<file path="config.mk">
export PLATFORM = sky130hd
export DESIGN_NAME = fifo_uart_tx
export DESIGN_NICKNAME = d
export VERILOG_FILES = /design/src/rtl/fifo_uart_tx.sv
export SDC_FILE = /design/constraint.sdc
export NUM_CORES = 1
export LEC_CHECK = 0
export CAP_MARGIN = 20
export CORE_MARGIN = 5
export CORE_UTILIZATION = 35
export CTS_BUF_LIST = sky130_fd_sc_hd__clkbuf_2
export DETAILED_ROUTE_END_ITERATION = 8
export PLACE_DENSITY = 0.58
export SYNTH_ARGS = -nofsm -noshare
export SYNTH_HDL_FRONTEND = slang
export SYNTH_SLANG_ARGS = --single-unit
</file>
<file path="constraint.sdc">
create_clock -name clk -period 3.1 [get_ports clk]
set_input_delay 0.62 -clock clk [delete_from_list [all_inputs] [get_ports clk]]
set_output_delay 0.62 -clock clk [all_outputs]
set_load 0.005 [all_outputs]
</file>
<file path="src/rtl/fifo_uart_tx.sv">
// Drains a first-word-fall-through fifo and serialises each byte as one UART frame on txd.
// Default build is 8N1; define UART_TX_PARITY_EN to insert an even-parity bit (8E1).
module fifo_uart_tx #(
    parameter int BAUD_DIV = 868,
    parameter int DIV_BITS = $clog2(BAUD_DIV)   // derived, leave at default
) (
    input  logic       clk,
    input  logic       rstn,
    input  logic       en,
    input  logic [7:0] fifo_dout,
    input  logic       fifo_empty,
    output logic       fifo_r,
    output logic       txd,
    output logic       busy
);

    localparam logic [DIV_BITS-1:0] LAST_TICK = DIV_BITS'(BAUD_DIV - 1);

    typedef enum logic [2:0] {
        IDLE,
        START,
        DATA,
`ifdef UART_TX_PARITY_EN
        PARITY,
`endif
        STOP
    } state_t;

    state_t              state_q, state_d;
    logic [DIV_BITS-1:0] timer_q, timer_d;
    logic [2:0]          bit_idx_q, bit_idx_d;
    logic [7:0]          shift_q, shift_d;
    logic                txd_q, txd_d;
    logic                fifo_r_q, fifo_r_d;
    logic                busy_q, busy_d;
`ifdef UART_TX_PARITY_EN
    logic                parity_q, parity_d;
`endif

    logic bit_done;
    logic can_pop;

    assign bit_done = (timer_q == LAST_TICK);
    assign can_pop  = en & ~fifo_empty;

    // txd is registered from the current state, so the line lags the state by
    // one cycle: a pop in cycle N puts the start bit on txd at N+1.
    always_comb begin
        // NOTE: every variable gets a default first so no path infers a latch.
        state_d   = state_q;
        timer_d   = timer_q;
        bit_idx_d = bit_idx_q;
        shift_d   = shift_q;
        busy_d    = busy_q;
        fifo_r_d  = 1'b0;
        txd_d     = 1'b1;
`ifdef UART_TX_PARITY_EN
        parity_d  = parity_q;
`endif

        if (state_q != IDLE) begin
            timer_d = bit_done ? '0 : timer_q + 1'b1;
        end

        case (state_q)
            IDLE: begin
                timer_d   = '0;
                bit_idx_d = '0;
                if (can_pop) begin
                    shift_d  = fifo_dout;
                    fifo_r_d = 1'b1;
                    busy_d   = 1'b1;
                    state_d  = START;
`ifdef UART_TX_PARITY_EN
                    parity_d = ^fifo_dout;
`endif
                end
            end
            START: begin
                txd_d = 1'b0;
                if (bit_done) state_d = DATA;
            end
            DATA: begin
                txd_d = shift_q[0];
                if (bit_done) begin
                    shift_d = shift_q >> 1;
                    if (bit_idx_q == 3'd7) begin
                        bit_idx_d = '0;
`ifdef UART_TX_PARITY_EN
                        state_d   = PARITY;
`else
                        state_d   = STOP;
`endif
                    end else begin
                        bit_idx_d = bit_idx_q + 3'd1;
                    end
                end
            end
`ifdef UART_TX_PARITY_EN
            PARITY: begin
                txd_d = parity_q;
                if (bit_done) state_d = STOP;
            end
`endif
            STOP: begin
                txd_d = 1'b1;
                if (bit_done) begin
                    // Chain the next frame straight out of the stop bit: no idle gap.
                    if (can_pop) begin
                        shift_d  = fifo_dout;
                        fifo_r_d = 1'b1;
                        state_d  = START;
`ifdef UART_TX_PARITY_EN
                        parity_d = ^fifo_dout;
`endif
                    end else begin
                        busy_d  = 1'b0;
                        state_d = IDLE;
                    end
                end
            end
            default: begin
                busy_d  = 1'b0;
                state_d = IDLE;
            end
        endcase
    end

    // NOTE: the shift register is reset too; it is a plain register, not a memory array.
    always_ff @(posedge clk or negedge rstn) begin
        if (!rstn) begin
            state_q   <= IDLE;
            timer_q   <= '0;
            bit_idx_q <= '0;
            shift_q   <= '0;
            txd_q     <= 1'b1;
            fifo_r_q  <= 1'b0;
            busy_q    <= 1'b0;
`ifdef UART_TX_PARITY_EN
            parity_q  <= 1'b0;
`endif
        end else begin
            state_q   <= state_d;
            timer_q   <= timer_d;
            bit_idx_q <= bit_idx_d;
            shift_q   <= shift_d;
            txd_q     <= txd_d;
            fifo_r_q  <= fifo_r_d;
            busy_q    <= busy_d;
`ifdef UART_TX_PARITY_EN
            parity_q  <= parity_d;
`endif
        end
    end

    assign txd    = txd_q;
    assign fifo_r = fifo_r_q;
    assign busy   = busy_q;

endmodule
</file>
==> qor.txt, run 1 <==
crit share post-route -> 78.94%
MaxCap Viol Count -> 0
Power Density -> 321.2 nW/um2
DP HPWL -> 1757 um
Clock Pin Slew Worst Setup and Hold Paths -> 230 ps
Fin Clk Skew -> 5.932 ps
Ys Warns -> 0
Worst Setup Path Type -> reg -> reg
#FFs+latches synth -> 26
Tot GR Track Use -> 9.689%
Post-Place Worst Slack -> 659.6 ps
Clock Tree Buf Depth -> 2
Root Driver -> clkbuf_2
hold_buf cts -> 0
fin util -> 42.67%
Synth Cell Area -> 1351 um2
Cell Rows -> 22
Fmax -> 408.6 MHz
most frequent cells in the layout -> 25 x dfrtp_1, 16 x mux2_2, 15 x nor2_1
Critical Path End Type -> register
worst-margin pin slew -> 543.6 ps
worst skew pair latency -> 350 ps
peak supply drop -> 0.1625 mV
worst hold path class -> reg -> reg
CORE AREA -> 3689 um2
vias post-DR -> 930
final hold vios -> 0
vias in the first global route -> 972
CP required -> 3370 ps
Worst setup SP type -> register
drc violations -> 0
Port Buf Inserts -> 14
top area cells in the synthesized netlist -> dfrtp_1 46%, mux2_2 13%, ha_1 6.5%
RePlAce Congestion -> 0.7645
Nets -> 158
Antenna Nets Post-Route -> 0
TritonCTS clock tree -> yes
Seq/Total Area, Yosys -> 48.24%
CP Max Fanout -> 8
Inserted Diodes -> 0
outcome -> completed
H-Tree Depth -> 1
fin worst setup slack -> 652.8 ps
Layout fillers -> 377
area delta synth->final -> 16.48%
io pins -> 15
Horiz. Die Dim -> 72.14 um
DR WL/cell -> 12.56 um
most common cell after layout, fill and taps aside -> dfrtp_1
routed vias/inst -> 5.000
Critical Path AT -> 2720 ps
share of layout cells above drive strength 1 -> 20.29%
Synth Net Count -> 139
final setup fails -> 0
area leader, netlist -> dfrtp_1
Initial Utilization -> 36.64%
max-slew violation count -> 0
CTS resizes -> 0
leakage power -> 0.6622 nW
initial antenna violation count -> 0
die area -> 5203 um2
post-CTS setup buffers -> 0
1st-pass router iterations -> 4
Rel. slew slack -> 63.76%
mean post-synth cell area -> 11.26 um2
Period minus WS final -> 2447 ps
Post-Synthesis Cells -> 120
first-pass GRT wire length -> 4029 um
Fin Setup TNS -> 0 ps
Die H -> 72.14 um
Yosys cell types -> 33
total global routing overflow -> 0
RSZ-0062 raised after global routing -> false
Clock Sinks -> 26
Routed WL -> 2336 um
area share of the largest cell type after synthesis -> 46.30%
drt initial violations -> 49
CTS Buf Count -> 3
largest net degree at the start of global routing -> 27
## metal layers
metal / vias up / track usage, % / share of wire, %
li1: 452 / - / -
met1: 461 / 11.85 / 46
met2: 13 / 16.38 / 49
met3: 4 / 1.108 / 2.7
met4: 0 / 5.637 / 2.1
met5: - / 0 / 0
## worst max-delay path, stage by stage, from the launching register on
cell and delay (ps):
dfrtp_1 440, ha_1 220, or3b_1 370, or4_4 470, a221oi_4 480, mux2_2 400
## sequential cells by signal, indices dropped and copies added (netlist names)
register and cells:
shift_q 8, timer_q 10, state_q 2, bit_idx_q 3, fifo_r 1, txd 1
busy 1
## power breakdown
| group | switching (W) | internal (W) |
|---|---|---|
| clock network | 0.0000972 | 0.0000280 |
| logic | 0.0000120 | 0.0000208 |
| registers | 0.00000249 | 0.000345 |
## cells by family after synthesis
| kind of cell | share of synthesized area [%] |
|---|---|
| fa+ha+maj | 6.481 |
| mux | 14.81 |
| xor+xnor | 5.185 |
| buf+inv | 2.778 |
| flops | 48.24 |
| simple gates | 14.63 |
| compound gates | 7.872 |
## path summary, 6_finish.rpt
path | from | endpoint | slack, ps | cells past startpoint
worst max-delay path | timer_q[0]$_DFF_PN0_ | shift_q[6]$_DFFE_PN0P_ | 650 | 5
worst min-delay path | timer_q[0]$_DFF_PN0_ | timer_q[0]$_DFF_PN0_ | 500 | 1
worst max register to register | timer_q[0]$_DFF_PN0_ | shift_q[6]$_DFFE_PN0P_ | 650 | 5
worst min register to register | timer_q[0]$_DFF_PN0_ | timer_q[0]$_DFF_PN0_ | 500 | 1
max in group asynchronous | rstn | txd$_DFF_PN1_ | 2210 | 2
min in group asynchronous | rstn | bit_idx_q[1]$_DFFE_PN0P_ | 600 | 2
## metrics by stage
stage          instance area (um2)  cells  hold slack (ps)   power, W
2_1_floorplan                 1351    120            324.4  0.0003633
3_3_place_gp                  1555    182            466.2  0.0003864
3_5_place_dp                  1555    182            482.1  0.0003873
4_1_cts                       1574    186            506.6  0.0005150
5_1_grt                       1574    186            539.2  0.0005286
6_report                      1574    186            500.7  0.0005056
## cells in the mapped netlist
master    instances
xnor2_1           6
nand2_1           5
and2b_1           1
mux2i_1           2
nor2_1           15
or3b_1            1
nand2b_2          1
nand4_1           1
a31oi_1           1
nor4_1            2
o221ai_1          1
inv_1             7
clkbuf_1          1
or4_4             1
o32ai_1           1
ha_1              7
buf_4             1
a21oi_1           2
a32o_1            1
a21o_2            1
and3_2            1
a221oi_4          1
o21ai_0           4
dfstp_2           1
nor2b_1           1
xor2_1            2
mux2_2           16
nor3_1            4
nand3_1           4
or2b_1            1
dfrtp_1          25
or2_2             1
a21boi_0          1
## cell type report
type	instances	area, um2	area share, %
timing repair buffer	16	155.1	9.857
tap	48	60.06	3.816
multi-input combinational	85	661.9	42.05
clock inverter	1	3.754	0.2385
clock buffer	3	15.01	0.9539
sequential	26	651.9	41.41
inverter	7	26.28	1.669
(Power assumes the default switching activity.)
==> run 2, diff against run 1 <==
--- a/config.mk
+++ b/config.mk
@@ -10,7 +10,7 @@
 export CORE_UTILIZATION = 35
 export CTS_BUF_LIST = sky130_fd_sc_hd__clkbuf_2
 export DETAILED_ROUTE_END_ITERATION = 8
-export PLACE_DENSITY = 0.58
+export PLACE_DENSITY = 0.6
 export SYNTH_ARGS = -nofsm -noshare
 export SYNTH_HDL_FRONTEND = slang
 export SYNTH_SLANG_ARGS = --single-unit
==> constraint.sdc (replaced) <==
create_clock -name clk -period 2.2 [get_ports clk]
set_input_delay 0.44 -clock clk [delete_from_list [all_inputs] [get_ports clk]]
set_output_delay 0.44 -clock clk [all_outputs]
set_load 0.005 [all_outputs]
==> run 2 against run 1 <==
The flow now finishes with violations (setup timing). Wire length increased by 2.9%. Sequential cell count did not move. Power is 68% higher. Die area unchanged. Fmax rose by 11%. Via count rose by 1.4%. Critical path type unchanged. Critical endpoint is now shift_q[2]$_DFFE_PN0P_.
==> qor.txt, run 2 (synthesized netlist as in run 1, its figures left out) <==
outcome -> finished, violations left (was completed)
failing checks -> setup timing
CORE AREA -> 3689 um2 (unchanged)
DP HPWL -> 1780 um (was 1757 um)
max-slew violation count -> 0 (unchanged)
placed instance area -> 1603 um2 (was 1555 um2)
CP required -> 2520 ps (was 3370 ps)
slowest stage delay, CP -> 460 ps (was 480 ps)
drt initial violations -> 59 (was 49)
vias post-DR -> 943 (was 930)
io pins -> 15 (unchanged)
CP Buf/Inv Count -> 1 (was 0)
most common cell after layout, fill and taps aside -> dfrtp_1 (unchanged)
Root Driver -> clkbuf_2 (unchanged)
critical path's top delay family -> simple AND/OR/NAND/NOR gates (unchanged)
Post-Place Worst Slack -> -64.51 ps (was 659.6 ps)
Horiz. Die Dim -> 72.14 um (unchanged)
hold_buf cts -> 0 (unchanged)
worst hold path class -> in -> async (was reg -> reg)
Tot GR Track Use -> 10.10% (was 9.689%)
Critical Path End Type -> register (unchanged)
slowest stage cell, crit path -> or4_4 (was a221oi_4)
Cell Rows -> 22 (unchanged)
Worst Setup Path Type -> reg -> reg (unchanged)
peak supply drop -> 0.2337 mV (was 0.1625 mV)
fin worst setup slack -> -6.441 ps (was 652.8 ps)
worst skew pair latency -> 380 ps (was 350 ps)
Die H -> 72.14 um (unchanged)
Port Buf Inserts -> 14 (unchanged)
area delta synth->final -> 24.35% (was 16.48%)
Initial Utilization -> 36.64% (unchanged)
Fin Clk Skew -> 22.66 ps (was 5.932 ps)
crit share post-route -> 100.3% (was 78.94%)
Critical Path AT -> 2530 ps (was 2720 ps)
RSZ-0062 raised after global routing -> true (was false)
total global routing overflow -> 0 (unchanged)
1st-pass router iterations -> 4 (unchanged)
MaxCap Viol Count -> 0 (unchanged)
design area -> 1680 um2 (was 1574 um2)
TritonCTS clock tree -> yes (unchanged)
Period minus WS final -> 2206 ps (was 2447 ps)
max reg flops -> 10 (unchanged)
Rel. slew slack -> 70.75% (was 63.76%)
Largest Register -> timer_q (unchanged)
Worst setup SP type -> register (unchanged)
Clock Tree Buf Depth -> 2 (unchanged)
final hold vios -> 0 (unchanged)
most frequent cells in the layout -> 25 x dfrtp_1, 15 x nor2_1, 15 x mux2_2 (was 25 x dfrtp_1, 16 x mux2_2, 15 x nor2_1)
DR WL/cell -> 12.33 um (was 12.56 um)
RePlAce Congestion -> 0.8193 (was 0.7645)
routed vias/inst -> 4.836 (was 5.000)
Routed WL -> 2404 um (was 2336 um)
leakage power -> 0.7247 nW (was 0.6622 nW)
vias in the first global route -> 976 (was 972)
CTS Buf Count -> 3 (unchanged)
H-Tree Depth -> 1 (unchanged)
worst path cell trace -> ha_2 -> or3b_4 -> or4_4 -> a221oi_4 -> buf_6 -> mux2_2 (was ha_1 -> or3b_1 -> or4_4 -> a221oi_4 -> mux2_2)
Fin Setup TNS -> -31.48 ps (was 0 ps)
worst-margin pin slew -> 434.7 ps (was 543.6 ps)
Clock Pin Slew Worst Setup and Hold Paths -> 270 ps (was 230 ps)
Regs by FF count -> timer_q (10), shift_q (8), bit_idx_q (3) (unchanged)
first-pass GRT wire length -> 4305 um (was 4029 um)
CP Max Fanout -> 8 (unchanged)
Power Density -> 505.0 nW/um2 (was 321.2 nW/um2)
Layout fillers -> 373 (was 377)
Nets -> 167 (was 158)
Fmax -> 453.2 MHz (was 408.6 MHz)
die area -> 5203 um2 (unchanged)
final setup fails -> 7 (was 0)
Antenna Nets Post-Route -> 0 (unchanged)
initial antenna violation count -> 0 (unchanged)
largest net degree at the start of global routing -> 27 (unchanged)
Clock Sinks -> 26 (unchanged)
drc violations -> 0 (unchanged)
share of layout cells above drive strength 1 -> 27.21% (was 20.29%)
Inserted Diodes -> 0 (unchanged)
run 2: per-stage QoR:
stage          hold slack [ps]  util [%]  total power, W  std cells
2_1_floorplan            144.4         -       0.0005120        120
3_3_place_gp             475.1     43.45       0.0005437        188
3_5_place_dp             477.8     43.45       0.0005454        188
4_1_cts                  383.4     45.28       0.0008548        194
5_1_grt                  376.6     45.56       0.0008773        195
6_report                 363.8     45.56       0.0008485        195
run 2: timing repair:
item                                    CTS  global route
gates cloned                              0             0
endpoints found under the setup margin    8             8
gates resized for setup                   2             1
buffers inserted                          2             1
run 2: final timing paths:
kind | slack [ps] | startpoint | depth (start not counted) | endpoint
setup / recovery | -6 | timer_q[0]$_DFF_PN0_ | 6 | shift_q[2]$_DFFE_PN0P_
hold / removal | 360 | rstn | 2 | shift_q[5]$_DFFE_PN0P_
setup reg to reg | -6 | timer_q[0]$_DFF_PN0_ | 6 | shift_q[2]$_DFFE_PN0P_
hold reg to reg | 530 | shift_q[0]$_DFFE_PN0P_ | 2 | txd$_DFF_PN1_
max in group asynchronous | 1550 | rstn | 2 | txd$_DFF_PN1_
min in group clk | 530 | shift_q[0]$_DFFE_PN0P_ | 2 | txd$_DFF_PN1_
run 2: metal layers:
layer  wire length [um]  global-route usage, %  vias to the layer above
met3                 74                  2.355                        4
met5                  0                      0                        -
li1                   -                      -                      472
met4                 25                  2.505                        0
met1               1131                  13.49                      455
met2               1172                  16.48                       12
run 2: power breakdown:
| group | leakage (nW) | internal (W) | switching (W) |
|---|---|---|---|
| Clock | 0.0266 | 0.000156 | 0.000155 |
| Combinational | 0.377 | 0.0000298 | 0.0000168 |
| Sequential | 0.321 | 0.000487 | 0.00000357 |
| Total | 0.725 | 0.000673 | 0.000176 |
run 2: final cells by class:
class	count	area, um2	area share, %
Clock buffer	3	15.01	0.8935
Sequential cell	26	651.9	38.79
Clock inverter	1	30.03	1.787
Inverter	7	26.28	1.564
Tap cell	48	60.06	3.574
Timing Repair Buffer	25	226.5	13.48
Multi-Input combinational cell	85	670.6	39.91
==> run 3, diff against run 2 <==
--- a/config.mk
+++ b/config.mk
@@ -10,6 +10,7 @@
 export CORE_UTILIZATION = 35
 export CTS_BUF_LIST = sky130_fd_sc_hd__clkbuf_2
 export DETAILED_ROUTE_END_ITERATION = 8
+export MAX_ROUTING_LAYER = met4
 export PLACE_DENSITY = 0.6
 export SYNTH_ARGS = -nofsm -noshare
 export SYNTH_HDL_FRONTEND = slang
==> run 3 against run 2 <==
The run still ends with setup timing left. Largest power group unchanged. Final cell count unchanged. Combinational power about the same. Via count unchanged. Worst setup slack unchanged. Sequential share of layout area unchanged. Global-route usage increased by 0.30 points. Clock-buffer cell count unchanged. Non-clock buffer count unchanged. Register-to-register slack about the same. Highest routed layer unchanged. First-iteration DRC count unchanged.
==> qor.txt, run 3 (synthesized netlist as in run 1, its figures left out) <==
final hold vios -> 0 (unchanged)
first-pass GRT wire length -> 4305 um (unchanged)
Nets -> 167 (unchanged)
Die H -> 72.14 um (unchanged)
DP HPWL -> 1780 um (unchanged)
Critical Path AT -> 2530 ps (about the same)
max reg flops -> 10 (unchanged)
routed vias/inst -> 4.836 (unchanged)
Inserted Diodes -> 0 (unchanged)
hold_buf cts -> 0 (unchanged)
Root Driver -> clkbuf_2 (unchanged)
Worst Setup Path Type -> reg -> reg (unchanged)
worst skew pair latency -> 380 ps (about the same)
peak supply drop -> 0.2337 mV (unchanged)
worst-margin pin slew -> 434.7 ps (unchanged)
Antenna Nets Post-Route -> 0 (unchanged)
CTS Buf Count -> 3 (unchanged)
CORE AREA -> 3689 um2 (unchanged)
Clock Sinks -> 26 (unchanged)
RePlAce Congestion -> 0.8316 (was 0.8193)
most common cell after layout, fill and taps aside -> dfrtp_1 (unchanged)
vias post-DR -> 943 (unchanged)
Critical Path End Type -> register (unchanged)
Power Density -> 505.0 nW/um2 (unchanged)
Fmax -> 453.2 MHz (unchanged)
Routed WL -> 2404 um (unchanged)
Post-Place Worst Slack -> -64.51 ps (unchanged)
final setup fails -> 7 (unchanged)
Tot GR Track Use -> 10.40% (was 10.10%)
Period minus WS final -> 2206 ps (unchanged)
most frequent cells in the layout -> 25 x dfrtp_1, 15 x nor2_1, 15 x mux2_2 (unchanged)
Clock Pin Slew Worst Setup and Hold Paths -> 270 ps (about the same)
Horiz. Die Dim -> 72.14 um (unchanged)
1st-pass router iterations -> 4 (unchanged)
Largest Register -> timer_q (unchanged)
CP Max Fanout -> 8 (unchanged)
MaxCap Viol Count -> 0 (unchanged)
worst hold path class -> in -> async (unchanged)
Port Buf Inserts -> 14 (unchanged)
Rel. slew slack -> 70.75% (unchanged)
total global routing overflow -> 0 (unchanged)
Initial Utilization -> 36.64% (unchanged)
RSZ-0062 raised after global routing -> true (unchanged)
CP required -> 2520 ps (about the same)
io pins -> 15 (unchanged)
area delta synth->final -> 24.35% (unchanged)
H-Tree Depth -> 1 (unchanged)
drc violations -> 0 (unchanged)
DR WL/cell -> 12.33 um (unchanged)
outcome -> finished, violations left (unchanged)
Clock Tree Buf Depth -> 2 (unchanged)
initial antenna violation count -> 0 (unchanged)
total design power -> 0.0008485 W (unchanged)
drt initial violations -> 59 (unchanged)
Cell Rows -> 22 (unchanged)
failing checks -> setup timing (unchanged)
vias in the first global route -> 976 (unchanged)
largest net degree at the start of global routing -> 27 (unchanged)
share of layout cells above drive strength 1 -> 27.21% (unchanged)
crit share post-route -> 100.3% (unchanged)
leakage power -> 0.7247 nW (unchanged)
Fin Clk Skew -> 22.66 ps (unchanged)
TritonCTS clock tree -> yes (unchanged)
max-slew violation count -> 0 (unchanged)
die area -> 5203 um2 (unchanged)
fin worst setup slack -> -6.441 ps (unchanged)
Regs by FF count -> timer_q (10), shift_q (8), bit_idx_q (3) (unchanged)
Worst setup SP type -> register (unchanged)
## run 3: area by class of cell
| cell class | instances | area, um2 |
|---|---|---|
| Tap cell | 48 | 60.06 |
| Multi-Input combinational cell | 85 | 670.6 |
| Inverter | 7 | 26.28 |
| Fill cell | 373 | 2008 |
| Clock buffer | 3 | 15.01 |
| Clock inverter | 1 | 30.03 |
| Timing Repair Buffer | 25 | 226.5 |
| Sequential cell | 26 | 651.9 |
## run 3: power by group
group / total (W) / internal (W) / switching (W) / leakage [nW]
Sequential: 0.000490 / 0.000487 / 0.00000357 / 0.321
Clock: 0.000312 / 0.000156 / 0.000155 / 0.0266
Combinational: 0.0000467 / 0.0000298 / 0.0000168 / 0.377
## run 3: per-stage QoR
stage | setup TNS [ps] | area [um2] | hold slack (ps) | std cells | utilization [%]
3_3_place_gp | -229.0 | 1603 | 475.1 | 188 | 43.45
2_1_floorplan | -588.7 | 1354 | 144.4 | 120 | -
4_1_cts | -0.9439 | 1670 | 383.4 | 194 | 45.28
5_1_grt | -587.3 | 1680 | 376.6 | 195 | 45.56
6_report | -31.48 | 1680 | 363.8 | 195 | 45.56
3_5_place_dp | -458.9 | 1603 | 477.8 | 188 | 43.45
## run 3: layer usage
layer  vias up  GRT usage, %  wire [um]
li1        472             -          -
met1       455         13.58       1138
met2        12         16.48       1172
met3         4         2.216         67
met4         0         2.505         25
met5         -             -          0
## run 3: critical path: stages (launching register included)
cell and delay, ps:
dfrtp_1 410, ha_2 170, or3b_4 370, or4_4 460
a221oi_4 240, buf_6 180, mux2_2 330
## run 3: worst paths after layout
kind                                        start                endpoint  slack (ps)  depth (start not counted)
max in group asynchronous                    rstn           txd$_DFF_PN1_        1550                          2
min                                          rstn  shift_q[5]$_DFFE_PN0P_         360                          2
max                          timer_q[0]$_DFF_PN0_  shift_q[2]$_DFFE_PN0P_          -6                          6
min reg2reg                shift_q[0]$_DFFE_PN0P_           txd$_DFF_PN1_         530                          2
max reg2reg                  timer_q[0]$_DFF_PN0_  shift_q[2]$_DFFE_PN0P_          -6                          6
min in group clk           shift_q[0]$_DFFE_PN0P_           txd$_DFF_PN1_         530                          2
## run 3: repair_timing
action	4_1_cts	5_1_grt
buffers inserted	2	1
setup endpoints to repair	8	8
hold endpoints to repair	0	0
gates resized for setup	2	1
